**src/rtl/smart_pkg.sv**
```systemverilog
// smart_pkg: shared FSM state type and key-region defaults for smart_mac and its violation controller
package smart_pkg;
  typedef enum logic [1:0] {IDLE, WIPE, HOLD} smart_state_e;
  localparam int SMART_SIZE_MEM_ADDR = 4;
  localparam int SMART_LOW_SAFE = 8;
  localparam int SMART_HIGH_SAFE = 16;
  localparam int SMART_HOLD_CYCLES = 16;
endpackage

```
**src/rtl/smart_hold_timer.sv**
```systemverilog
// smart_hold_timer: loadable down-counter that parks at zero and flags it
module smart_hold_timer #(
  parameter int W = 4
) (
  input  logic         mclk,
  input  logic         reset_n,
  input  logic         load,
  input  logic [W-1:0] load_val,
  output logic         zero
);
  logic [W-1:0] cnt;
  always_ff @(posedge mclk or negedge reset_n)
    if (!reset_n) cnt <= '0;
    else cnt <= load ? load_val : (cnt == '0 ? cnt : cnt - 1'b1);
  assign zero = cnt == '0;
endmodule

```
**src/rtl/smart_violation_ctrl.sv**
```systemverilog
// smart_violation_ctrl: scrubs the key region and holds the core in reset after a smart_mac violation,
// keeping a forensic record that only reset_n clears
module smart_violation_ctrl
  import smart_pkg::*;
#(
  parameter int SIZE_MEM_ADDR = SMART_SIZE_MEM_ADDR,
  parameter int LOW_SAFE      = SMART_LOW_SAFE,
  parameter int HIGH_SAFE     = SMART_HIGH_SAFE,
  parameter int HOLD_CYCLES   = SMART_HOLD_CYCLES,
  parameter int CNT_W         = 8
) (
  input  logic                     mclk,
  input  logic                     reset_n,
  input  logic                     viol_req,
  input  logic [15:0]              ins_addr,
  input  logic [SIZE_MEM_ADDR:0]   mem_addr,
  output logic [SIZE_MEM_ADDR:0]   wipe_addr,
  output logic [15:0]              wipe_data,
  output logic                     wipe_we,
  input  logic                     wipe_ack,
  output logic                     core_rst,
  output logic                     busy,
  output logic [15:0]              viol_pc,
  output logic [SIZE_MEM_ADDR:0]   viol_addr,
  output logic [CNT_W-1:0]         viol_cnt
);
  localparam int AW = SIZE_MEM_ADDR + 1;
  localparam int TW = HOLD_CYCLES > 1 ? $clog2(HOLD_CYCLES) : 1;
  localparam logic [AW-1:0] FIRST = AW'(LOW_SAFE);
  localparam logic [AW-1:0] LAST = AW'(HIGH_SAFE - 1);
  smart_state_e state, state_d;
  logic accept, step, last_ack, hold_done;
  assign accept = state == IDLE && viol_req;
  assign step = state == WIPE && wipe_ack;
  assign last_ack = step && wipe_addr == LAST;
  assign wipe_data = '0;
  always_comb begin
    state_d = state;
    state_d = state == IDLE ? (viol_req ? WIPE : IDLE)
            : state == WIPE ? (last_ack ? HOLD : WIPE)
            : (hold_done && !viol_req) ? IDLE : HOLD;
  end
  // control outputs are registered from the next state so they change cleanly with it
  always_ff @(posedge mclk or negedge reset_n)
    if (!reset_n) begin
      state    <= IDLE;
      core_rst <= 1'b0;
      busy     <= 1'b0;
      wipe_we  <= 1'b0;
    end else begin
      state    <= state_d;
      core_rst <= state_d != IDLE;
      busy     <= state_d != IDLE;
      wipe_we  <= state_d == WIPE;
    end
  always_ff @(posedge mclk or negedge reset_n)
    if (!reset_n) begin
      wipe_addr <= '0;
      viol_pc   <= '0;
      viol_addr <= '0;
      viol_cnt  <= '0;
    end else if (accept) begin
      wipe_addr <= FIRST;
      viol_pc   <= ins_addr;
      viol_addr <= mem_addr;
      viol_cnt  <= &viol_cnt ? viol_cnt : viol_cnt + 1'b1;
    end else if (step && !last_ack) begin
      wipe_addr <= wipe_addr + 1'b1;
    end
  smart_hold_timer #(.W(TW)) u_hold (
    .mclk     (mclk),
    .reset_n  (reset_n),
    .load     (last_ack),
    .load_val (TW'(HOLD_CYCLES - 1)),
    .zero     (hold_done)
  );
endmodule

```
**config.mk**
```make
export PLATFORM = sky130hd
export DESIGN_NAME = smart_violation_ctrl
export DESIGN_NICKNAME = d
export VERILOG_FILES = /design/src/rtl/smart_pkg.sv /design/src/rtl/smart_hold_timer.sv /design/src/rtl/smart_violation_ctrl.sv
export SDC_FILE = /design/constraint.sdc
export NUM_CORES = 1
export LEC_CHECK = 0
export CORE_MARGIN = 2
export CORE_UTILIZATION = 46
export CTS_BUF_LIST = sky130_fd_sc_hd__clkbuf_8 sky130_fd_sc_hd__clkbuf_16
export DETAILED_ROUTE_END_ITERATION = 7
export PLACE_DENSITY = 0.84
export SLEW_MARGIN = 20
export SYNTH_ARGS = -nofsm -noshare
export SYNTH_HDL_FRONTEND = slang
export SYNTH_SLANG_ARGS = --single-unit
```
**constraint.sdc**
```tcl
create_clock -name mclk -period 5.4 [get_ports mclk]
set_input_delay 1.08 -clock mclk [delete_from_list [all_inputs] [get_ports mclk]]
set_output_delay 1.08 -clock mclk [all_outputs]
set_load 0.05 [all_outputs]
```
# Yosys cells after proc, flatten, opt, wreduce, memory -nomap -nowiden
# Cells that the tools add are included.
[word_totals]
ff_bits = 42
input_bits = 25
output_inout_bits = 53
elab_cells = 38
[classes]
n_addsub = 3
eq_ne = 4
mux = 9
bitwise_logic = 1
reduce_logical = 13
[op_table]
columns = ["cell", "count"]
rows = [
  ["two-way mux 5 bit", 2],
  ["adder 8 x 1 -> 8 bit (second input constant)", 1],
  ["two-way mux 2 bit", 4],
  ["two-way mux 4 bit", 2],
  ["AND reduction 8 bit", 1],
  ["adder 5 x 1 -> 5 bit (second input constant)", 1],
  ["== test 5 x 4 -> 1 bit (second input constant)", 1],
  ["logical AND 1 bit", 5],
  ["== test 2 x 1 -> 1 bit (second input constant)", 2],
  ["logical NOT 4 bit", 1],
  ["nonzero test 2 bit", 2],
  ["subtractor 4 x 1 -> 4 bit (second input constant)", 1],
  ["logical NOT 1 bit", 2],
  ["logical NOT 2 bit", 1],
  ["inequality test 2 bit (second input constant)", 1],
  ["AND reduction 2 bit", 1],
  ["two-way mux 1 bit", 1],
  ["NOT 1 bit", 1],
]

# Depth between registers and ports, before layout
# Gate-level depths: netlist of run 1.
[depth]
depth_word = 7
ltp_mapped = 7

# Cells and area by module
# From an unflattened synthesis of run 1, not the netlist that was laid out.
[unflattened]
hier_cells = 207
hier_area_um2 = 1986.9
[modules_own_cells]
columns = ["mod", "n_inst", "cells_per_inst", "area_per_inst_um2", "seq_area_each_um2"]
rows = [
  ["smart_violation_ctrl", 1, 185, 1752.9, 950.9],
  ["smart_hold_timer", 1, 22, 234.0, 100.1],
]

# Least setup slack after synthesis of run 1
# OpenSTA, ideal clock, no wires.
[synth_timing]
path_type = "input -> register"
start = "input viol_req"
end = "register viol_cnt[7]"
setup_time_ps = 128
arrival_ps = 2131
t_required_ps = 5272
setup_slack_ps = 3141
path_stages = 4
path_buffers = 1
cell_sequence = "or3b_1 > buf_2 > nor4_4 > mux2_1"
[synth_between]
elab_chain_len = 2
[synth_lines]
columns = ["item", "line", "rtl"]
rows = [
  ["from (decl)", "smart_violation_ctrl.sv:14", "input logic viol_req,"],
  ["logical AND 1 bit", "smart_violation_ctrl.sv:33", "assign accept = state == IDLE && viol_req;"],
  ["AND reduction 2 bit (no line)", "--", ""],
  ["to (signal assigned)", "smart_violation_ctrl.sv:66", "viol_cnt <= &viol_cnt ? viol_cnt : viol_cnt + 1'b1;"],
  ["to (decl)", "smart_violation_ctrl.sv:25", "output logic [CNT_W-1:0] viol_cnt"],
]
# No other way between the ends.
# A chain may end at the register's enable or synchronous reset.

# Worst setup path after layout of run 1
# Ends and elaborated chain as after synthesis.

==> summary.md, run 1 <==
| Metric | Value |
|---|---|
| Setup bufs post-CTS | 0 |
| Later-pin clock latency in the skew report | ~0.29 ns |
| Crit path buffers/inverters | 1 |
| Met2 wire len | 1918 um |
| Final #Nets | between 200 and 300 |
| DR iter-0 viols | about 130 |
| Status | complete, no violations |
| Die Area | 4806 um2 |
| # resized after CTS | 0 |
| Final setup vio count | 0 |
| Area leader, netlist | dfrtp_1 |
| I/O Buffers | 61 |
| Initial Util | 0.4838 |
| Floorplan core area | between 4000 and 5000 um2 |
| Die height | 69.33 um |
| Std-Cell Rows | 23 |
| Post-Syn Instances | 207 |
| Crit. End Element | flip-flop |
| Fmax | 346.3 MHz |
| Syn_area_per_cell | 9.484 um2 |
| CP Launch Type | primary input |
| Maximum VDD drop | between 0.3 and 0.4 mV |
| Vias in the first global route | roughly 1500 |
| Highest-delay cell along the critical path | or3b_2 |
| Die X | around 69 um |
| Grt ovf | 0 |
| TritonCTS clock tree | yes |
| Crit-path cells | clkdlybuf4s50_1 > or3b_2 > nor4_4 > mux2_1 |
| GRT Total Usage | 0.1716 |
| Final max-slew violation count | 0 |
| Clk pin slew, worst setup/hold paths | around 0.070 ns |
| CP max stage delay | approximately 0.76 ns |
| Clk_skew | about 0.0079 ns |
| Remaining antenna violation count | 0 |
| Met3 WL post-DR | about 340 um |
| CP max FO | 32 |
| YS warnings | 0 |
| Main synth FF type | dfrtp_1 |
| Root Buffer | clkbuf_8 |
| Post-Syn Area | 1963 um2 |
| ANT cells | 0 |
| Synth cell types | 33 |
| RePlAce Congestion | around 0.78 |
| # H-tree levels | 2 |
| FF+latch count, synth | 42 |
| Total CTS buffers | 5 |
| Arr. time, crit path | around 3 ns |
| LEAKAGE | around 1.2 nW |
| Worst Hold Class | flip-flop to flip-flop |
| CTS max path bufs | 2 |
| Via count | approximately 1600 |
| Routed len/inst | 12.46 um |
| Setup TNS | 0 ns |
| Required @ worst endpoint | 5.57 ns |
| Drt total wl | just under 4000 um |
| Vias/cell | roughly 4.9 |
| Largest net degree at the start of global routing | 43 |
| I/O pin count | 78 |
| Post-synth ARST share | 1.000 |
| RSZ-0062 raised after global routing | false |
| DP HPWL | 2822 um |
| DRC | 0 |
| Fin area | between 2000 and 3000 um2 |
| First-pass GRT wire length | ~6700 um |
| WL met1 | ~1600 um |
| Num Clock Sinks | 42 |
| Synth-to-Final Area Change | 33.14% |
| Initial antenna violation count | 0 |
| Final hold violations | 0 |
| Crit path kind | primary input to flip-flop |
| Cell Pwr Density | roughly 650 nW/um2 |
| Leading post-synthesis cells by cell area | dfrtp_1 54%, nand2_1 14%, buf_4 6.5% |
| Synth top area share | 0.5354 |
| Number of enable flip-flop cells after synthesis | 0 |
| Seq/Total Area, Yosys | 0.5354 |
| Placed cell areas | 2537 um2 |
| CP delay by family, top | simple AND/OR/NAND/NOR gates |
| Slew of the pin with the lowest slew margin | between 0.9 and 1 ns |
| Max-cap viol count | 0 |
| Drt pass-1 iters | 4 |
| Min Tclk post-route | roughly 2.9 ns |
| Fin crit share | 0.5347 |
| Layout cells sized above 1 | 0.05618 |
| Hold Buf Count CTS | 0 |
| Max layer used | met4 |
| Rel. slew slack | 0.3967 |
-- per-layer routing --
layer	up-vias	GRT usage
li1	756	-
met1	731	0.2078
met2	67	0.2810
met3	5	0.06105
met4	0	0.06536
met5	-	0
-- where the power goes --
part           switching, W  total [W]  internal, W
Combinational      0.000644   0.000963     0.000319
Sequential         0.000112   0.000562     0.000450
Clock              0.000100   0.000185    0.0000852
Total              0.000855    0.00171     0.000855
-- cell usage after synthesis (all sizes together) (2+ instances only) --
master and instances:
inv 6, o21ai 8, nor3b 2, and3 2, xnor2 4, nor2 3, a211oi 2, nand3 8
nand4 2, nand2b 2, nand2 73, ha 5, nor3 2, mux2 5, buf 20, dfrtp 42
clkbuf 4, a21oi 5, or3 2
-- layout make-up --
class | count | area (um2)
fillers | 349 | 1444
flip-flops and latches | 42 | 1051
multi-input cells | 150 | 788.3
repair buffers | 62 | 613.1
clock buffers | 5 | 68.82
well taps | 50 | 62.56
inverters | 6 | 22.52
clock inverters | 2 | 7.507
-- layout by cell type, fill, tap and decap left out, types with 2 or more instances in the layout --
| cell type | synthesis | routed |
|---|---|---|
| nor2_1 | 3 | 3 |
| clkbuf_8 | 0 | 5 |
| nor3_1 | 2 | 2 |
| or3_1 | 2 | 2 |
| xnor2_1 | 4 | 4 |
| and3_1 | 2 | 2 |
| clkdlybuf4s50_1 | 0 | 60 |
| a21oi_1 | 5 | 5 |
| nand4_1 | 2 | 2 |
| o21ai_0 | 7 | 7 |
| inv_1 | 6 | 8 |
| dfrtp_1 | 42 | 42 |
| mux2_2 | 4 | 4 |
| nand2_1 | 73 | 73 |
| ha_1 | 5 | 5 |
| nand3_1 | 8 | 8 |
| a211oi_1 | 2 | 2 |
| nand2b_1 | 2 | 2 |
| conb_1 | 1 | 16 |
-- cell families (layout without fill, tap and decap cells) --
kind of cell	after synthesis	count (layout)	share of synthesized area
and+or+nand+nor	103	103	0.2435
DFF	42	42	0.5354
buffers and inverters	30	75	0.09177
AOI/OAI and AO/OA	17	17	0.04907
adders and majority gates	5	5	0.03187
muxes	5	5	0.02868
xor gates and xnor gates	4	4	0.01784
other	1	16	0.001910
-- path summary, 6_finish.rpt --
| kind | start | to | slack [ns] | cells past startpoint |
|---|---|---|---|---|
| max | viol_req | viol_cnt[7] | 2.51 | 4 |
| min | viol_pc[15] | viol_pc[15] | 0.47 | 2 |
| max reg2reg | state[0] | viol_cnt[7] | 3.32 | 3 |
| min reg2reg | viol_pc[15] | viol_pc[15] | 0.47 | 2 |
| max in group asynchronous | reset_n | viol_pc[13] | 3.93 | 1 |
| min in group asynchronous | reset_n | busy | 0.91 | 1 |
-- stage by stage --
step                instances  hold WS [ns]    util  total power [W]  worst slack [ns]
floorplan                 222        0.5020       -         0.001224             3.141
global placement          310        0.4575  0.6253         0.001513             2.136
detailed placement        310        0.4614  0.6253         0.001534             2.081
CTS                       317        0.4791  0.6442         0.001723             2.389
global route              317        0.5056  0.6442         0.001810             2.412
finish                    317        0.4719  0.6442         0.001710             2.513
-- worst register-to-register path, stage by stage (launching register included) --
cell and delay [ns]:
dfrtp_1 0.45, or3b_2 0.79, nor4_4 0.36, mux2_1 0.36
-- state kept, by name, indices dropped and copies added, names as in the netlist --
name	count
wipe_addr	5
u_hold.cnt	4
viol_pc	16
state	2
viol_addr	5
viol_cnt	8
busy	1
wipe_we	1
(Power assumes the default switching activity.)
==> inputs of run 2 (changes only) <==
--- a/config.mk
+++ b/config.mk
@@ -6,10 +6,10 @@
 export NUM_CORES = 1
 export LEC_CHECK = 0
 export CORE_MARGIN = 2
-export CORE_UTILIZATION = 46
+export CORE_UTILIZATION = 39
 export CTS_BUF_LIST = sky130_fd_sc_hd__clkbuf_8 sky130_fd_sc_hd__clkbuf_16
 export DETAILED_ROUTE_END_ITERATION = 7
-export PLACE_DENSITY = 0.84
+export PLACE_DENSITY = 0.76
 export SLEW_MARGIN = 20
 export SYNTH_ARGS = -nofsm -noshare
 export SYNTH_HDL_FRONTEND = slang
==> constraint.sdc (replaced) <==
create_clock -name mclk -period 2.5 [get_ports mclk]
set_input_delay 0.5 -clock mclk [delete_from_list [all_inputs] [get_ports mclk]]
set_output_delay 0.5 -clock mclk [all_outputs]
set_load 0.05 [all_outputs]
==> run 2 against run 1 <==
Cell count grew 6.3%. Flip-flop and latch count did not move. Largest cell class unchanged. Routed wire length grew 0.66%. Sequential share of layout area fell by 1.0 points. Via count shrank 0.83%. Core utilization decreased by 8.4 points.
==> summary.md, run 2 (synthesis results as in run 1) <==
| Metric | Value |
|---|---|
| # resized after CTS | 0 (unchanged) |
| Crit path buffers/inverters | 1 (unchanged) |
| Status | complete, no violations |
| Hold Buf Count CTS | 0 (unchanged) |
| Fmax | 479.6 MHz |
| Top reg by flops | viol_pc |
| Highest-delay cell along the critical path | clkdlybuf4s50_1 |
| Final setup vio count | 0 (unchanged) |
| Layout cells sized above 1 | 0.07037 (+0.01419) |
| Top flop regs | viol_pc (16), viol_cnt (8) |
| Crit-path cells | clkdlybuf4s50_1 |
| Final max-slew violation count | 0 (unchanged) |
| CP Launch Type | flip-flop |
| Required @ worst endpoint | 2.00 ns (-3.57 ns) |
| Remaining antenna violation count | 0 (unchanged) |
| Root Buffer | clkbuf_8 |
| LEAKAGE | 1.250 nW (+1.7%) |
| Fin crit share | 0.8341 |
| DRC | 0 (unchanged) |
| Placed cell areas | 2574 um2 (+1.4%) |
| Drt total wl | 3977 um (+0.66%) |
| Finished Layout Cells | 337 (+6.3%) |
| GRT Total Usage | 0.1553 (-0.01629) |
| CTS max path bufs | 2 (unchanged) |
| Commonest non-fill, non-tap cells in the layout | 73 x nand2_1, 60 x clkdlybuf4s50_1, 42 x dfrtp_1 |
| Crit path kind | flip-flop to output port |
| Setup bufs post-CTS | 0 (unchanged) |
| Final #Nets | 299 (+0.67%) |
| RePlAce Congestion | 0.8778 (+13%) |
| Die height | 74.95 um (+8.1%) |
| Setup TNS | 0 ns (unchanged) |
| Core Util, Final | 0.5605 (-0.08363) |
| Total CTS buffers | 5 (unchanged) |
| Largest net degree at the start of global routing | 43 (unchanged) |
| Initial Util | 0.4102 (-0.07362) |
| Vias in the first global route | 1429 (-3.4%) |
| Post-place setup slack | 0.2208 ns (-1.860 ns) |
| Placed cell count | 329 (+6.1%) |
| I/O Buffers | 61 (unchanged) |
| DR iter-0 viols | 112 (-10%) |
| Routed len/inst | 11.80 um (-5.3%) |
| Worst Hold Class | primary input to asynchronous set/reset pin |
| Vias/cell | 4.588 (-6.7%) |
| CP delay by family, top | buffers and inverters |
| Grt ovf | 0 (unchanged) |
| Later-pin clock latency in the skew report | 0.29 ns (about the same) |
| RSZ-0062 raised after global routing | false |
| CP max FO | 7 (-78%) |
| Slew of the pin with the lowest slew margin | 0.9128 ns (+0.007811 ns) |
| Via count | 1546 (-0.83%) |
| # H-tree levels | 2 (unchanged) |
| Cell Pwr Density | 1424 nW/um2 (+120%) |
| Rel. slew slack | 0.3915 (-0.005208) |
| Initial antenna violation count | 0 (unchanged) |
| Final hold violations | 0 (unchanged) |
| I/O pin count | 78 (unchanged) |
| Largest register FFs | 16 (unchanged) |
| DP HPWL | 2820 um (about the same) |
| Clk_skew | 0.005081 ns (-0.002812 ns) |
| Die Area | 5618 um2 (+17%) |
| CP max stage delay | 0.84 ns (+0.08 ns) |
| Std-Cell Rows | 25 (+8.7%) |
| ANT cells | 0 (unchanged) |
| Min Tclk post-route | 2.085 ns |
| Die X | 74.95 um (+8.1%) |
| TritonCTS clock tree | yes |
| Drt pass-1 iters | 4 (unchanged) |
| Most common cell after layout, fill and taps aside | nand2_1 |
| Crit. End Element | output port |
| Fin area | 2683 um2 (+2.6%) |
| Arr. time, crit path | 1.59 ns (-1.47 ns) |
| Floorplan core area | 4786 um2 (+18%) |
| Synth-to-Final Area Change | 36.65% |
| Max-cap viol count | 0 (unchanged) |
| Clk pin slew, worst setup/hold paths | 0.08 ns (about the same) |
| Post-layout worst setup margin | 0.4147 ns (-2.098 ns) |
| First-pass GRT wire length | 6527 um (-2.3%) |
| Maximum VDD drop | 0.7682 mV (+110%) |
| Num Clock Sinks | 42 (unchanged) |
[run 2: cell types whose count changed in the layout (fill, tap and decap cells not counted)]
| cell | change |
|---|---|
| bufinv_16 | +1 |
| clkinv_2 | +2 |
| or3b_2 | -1 |
| buf_4 | +2 |
| inv_1 | -2 |
| or3b_1 | +1 |
[run 2: routing by layer]
| metal | track usage | routed length [um] | vias to the layer above |
|---|---|---|---|
| li1 | - | - | 766 |
| met1 | 0.2022 | 1828 | 715 |
| met2 | 0.2310 | 1785 | 60 |
| met3 | 0.06024 | 310 | 5 |
| met4 | 0.06746 | 53 | 0 |
| met5 | 0 | 0 | - |
[run 2: cell type report]
type / count / area [um2]
multi-input combinational: 150 / 788.3
sequential: 42 / 1051
timing repair buffer: 64 / 628.1
clock inverter: 3 / 40.04
fill: 409 / 2103
inverter: 6 / 22.52
tap: 67 / 83.83
clock buffer: 5 / 68.82
[run 2: where the power goes]
part / total, W / internal, W / leakage [nW] / switching (W)
Sequential: 0.00120 / 0.000972 / 0.518 / 0.000232
Clock: 0.000521 / 0.000294 / 0.0579 / 0.000227
Combinational: 0.00209 / 0.000699 / 0.673 / 0.00140
[run 2: final timing paths]
check / from / to / slack (ns) / depth (start not counted)
hold / removal: reset_n / u_hold.cnt[2] / 0.34 / 1
setup reg to reg: wipe_addr[0] / wipe_addr[2] / 0.46 / 6
max in group asynchronous: reset_n / viol_pc[3] / 1.60 / 1
setup / recovery: viol_cnt[3] / viol_cnt[3] / 0.41 / 1
hold reg to reg: viol_pc[4] / viol_pc[4] / 0.48 / 2
min in group mclk: viol_pc[4] / viol_pc[4] / 0.48 / 2
[run 2: metrics by stage]
step | power (W) | hold slack (ns)
floorplan | 0.002643 | 0.2044
global placement | 0.003285 | 0.4577
detailed placement | 0.003324 | 0.4617
CTS | 0.003858 | 0.3729
global route | 0.004072 | 0.4051
finish | 0.003819 | 0.3413
==> inputs of run 3 (changes only) <==
--- a/config.mk
+++ b/config.mk
@@ -6,10 +6,10 @@
 export NUM_CORES = 1
 export LEC_CHECK = 0
 export CORE_MARGIN = 2
-export CORE_UTILIZATION = 39
+export CORE_UTILIZATION = 43
 export CTS_BUF_LIST = sky130_fd_sc_hd__clkbuf_8 sky130_fd_sc_hd__clkbuf_16
 export DETAILED_ROUTE_END_ITERATION = 7
-export PLACE_DENSITY = 0.76
+export PLACE_DENSITY = 0.79
 export SLEW_MARGIN = 20
 export SYNTH_ARGS = -nofsm -noshare
 export SYNTH_HDL_FRONTEND = slang
==> constraint.sdc (replaced) <==
create_clock -name mclk -period 2 [get_ports mclk]
set_input_delay 0.4 -clock mclk [delete_from_list [all_inputs] [get_ports mclk]]
set_output_delay 0.4 -clock mclk [all_outputs]
set_load 0.05 [all_outputs]
==> run 3 against run 2 <==
Routed wire length is 1.1% higher. Flip-flop and latch count stayed put. Cell count fell by 2.4%. Clock skew rose by 0.0020 ns. Clock power up 9.0%. Setup slack worse by 0.34 ns. Critical path depth is the same.
==> summary.md, run 3 (synthesis results as in run 1) <==
| Metric | Value |
|---|---|
| Commonest non-fill, non-tap cells in the layout | 73 x nand2_1, 52 x clkdlybuf4s50_1, 40 x dfrtp_1 |
| Final setup vio count | 0 (unchanged) |
| Die height | 71.57 um (-4.5%) |
| I/O pin count | 78 (unchanged) |
| Arr. time, crit path | 1.52 ns (-0.07 ns) |
| Drt total wl | 4021 um (+1.1%) |
| RSZ-0062 raised after global routing | false |
| Clk pin slew, worst setup/hold paths | 0.09 ns (about the same) |
| Worst Hold Class | primary input to asynchronous set/reset pin |
| Die X | 71.57 um (-4.5%) |
| Hold Buf Count CTS | 0 (unchanged) |
| DR iter-0 viols | 108 (-3.6%) |
| Later-pin clock latency in the skew report | 0.30 ns (about the same) |
| Fmax | about 520 MHz |
| CP max FO | 5 (-2) |
| Clk_skew | 0.007046 ns (+0.001965 ns) |
| Std-Cell Rows | 24 (-4.0%) |
| Crit path buffers/inverters | 1 (unchanged) |
| GRT Total Usage | 0.1678 (+0.01247) |
| Crit-path cells | clkdlybuf4s50_1 |
| Drt pass-1 iters | 5 (+1) |
| Layout cells sized above 1 | 0.1119 (+0.04154) |
| Final #Nets | 306 (+2.3%) |
| # fillers | 399 (-2.4%) |
| TritonCTS clock tree | yes |
| Most common cell after layout, fill and taps aside | nand2_1 |
| CP delay by family, top | buffers and inverters |
| I/O Buffers | 61 (unchanged) |
| Cell Pwr Density | 1741 nW/um2 (+22%) |
| Min Tclk post-route | 1.921 ns |
| LEAKAGE | 1.352 nW (+8.2%) |
| Finished Layout Cells | 329 (-2.4%) |
| Final hold violations | 0 (unchanged) |
| Num Clock Sinks | 42 (unchanged) |
| Max-cap viol count | 0 (unchanged) |
| Crit path kind | flip-flop to output port |
| Largest register FFs | 16 (unchanged) |
| Slew of the pin with the lowest slew margin | 0.5135 ns (-0.3993 ns) |
| Initial antenna violation count | 0 (unchanged) |
| Highest-delay cell along the critical path | clkdlybuf4s50_1 |
| ANT cells | 0 (unchanged) |
| Largest net degree at the start of global routing | 23 (-47%) |
| Rel. slew slack | 0.6566 (+0.2651) |
| Top reg by flops | viol_pc |
| Routed len/inst | 12.22 um (+3.6%) |
| Final max-slew violation count | 0 (unchanged) |
| Multi-input gate area | 788.3 um2 (unchanged) |
| Top flop regs | viol_pc (16), viol_cnt (8) |
| Fin crit share | 0.9604 |
| Die Area | 5122 um2 (-8.8%) |
| Vias/cell | 4.833 (+5.3%) |
| Root Buffer | clkbuf_8 |
| Reg area | 1054 um2 (+0.24%) |
| Synth-to-Final Area Change | 37.99% |
| CTS max path bufs | 2 (unchanged) |
| Maximum VDD drop | 1.007 mV (+31%) |
| Floorplan core area | 4384 um2 (-8.4%) |
| Total CTS buffers | 5 (unchanged) |
| RePlAce Congestion | 0.7889 (-10%) |
| Worst hold slack | 0.05550 ns (-0.2858 ns) |
| Initial Util | 0.4478 (+0.03758) |
| DP HPWL | 3011 um (+6.8%) |
| First-pass GRT wire length | 6837 um (+4.7%) |
| Vias in the first global route | 1521 (+6.4%) |
| Grt ovf | 0 (unchanged) |
| CP max stage delay | 0.82 ns (-0.02 ns) |
| Status | complete, no violations |
| Required @ worst endpoint | 1.60 ns (-0.40 ns) |
| # H-tree levels | 2 (unchanged) |
| DRC | 0 (unchanged) |
| Remaining antenna violation count | 0 (unchanged) |
| Crit. End Element | output port |
| Placed cell count | 321 (-2.4%) |
| CP Launch Type | flip-flop |
| Via count | 1590 (+2.8%) |
run 3: changes by cell type in the layout (fill, tap and decap cells not counted), moves of 2 or more:
cell / before / now
buf_4: 3 / 13
clkdlybuf4s50_1: 60 / 52
clkinv_2: 2 / 0
dfrtp_1: 42 / 40
dfrtp_2: 0 / 2
dlymetal6s2s_1: 0 / 5
run 3: area by class of cell:
class,count,area share
clock buffers,5,0.02540
repair buffers,71,0.2531
multi-input cells,150,0.2910
clock inverters,3,0.009238
inverters,6,0.008314
well taps,52,0.02402
flip-flops and latches,42,0.3889
run 3: repair_timing:
action | 4_1_cts | 5_1_grt
gates resized for setup | 0 | 5
endpoints found under the hold margin | 0 | 0
buffers inserted | 0 | 0
endpoints found under the setup margin | 0 | 5
run 3: stage by stage:
stage	setup WS, ns	utilization	instance area [um2]	TNS [ns]	power (W)
floorplan	0.05851	-	2022	0	0.003308
global placement	-0.07625	0.5936	2603	-0.1673	0.004138
detailed placement	-0.1230	0.5936	2603	-0.2580	0.004188
CTS	0.004263	0.6150	2696	0	0.004770
global route	0.002051	0.6179	2709	0	0.005017
finish	0.07911	0.6179	2709	0	0.004715
run 3: worst paths after layout:
path / startpoint / end / slack, ns / cells after the start
max in group asynchronous: reset_n / viol_cnt[4] / 1.41 / 2
worst max-delay path: wipe_addr[2] / wipe_addr[2] / 0.08 / 1
worst min register to register: viol_pc[5] / viol_pc[5] / 0.48 / 2
worst min-delay path: reset_n / viol_pc[6] / 0.06 / 1
worst max register to register: wipe_addr[0] / wipe_addr[2] / 0.09 / 6
min in group mclk: viol_pc[5] / viol_pc[5] / 0.48 / 2
run 3: report_power, final:
part / internal, W / switching, W / leakage (nW)
logic: 0.000891 / 0.00175 / 0.792
registers: 0.00122 / 0.000291 / 0.516
clock network: 0.000252 / 0.000316 / 0.0447
run 3: layer usage:
metal | global-route usage | wire [um] | vias up
met5 | 0 | 0 | -
met4 | 0.04403 | 19 | 0
met3 | 0.05907 | 316 | 4
met2 | 0.2757 | 1984 | 53
met1 | 0.2122 | 1701 | 757
li1 | - | - | 776
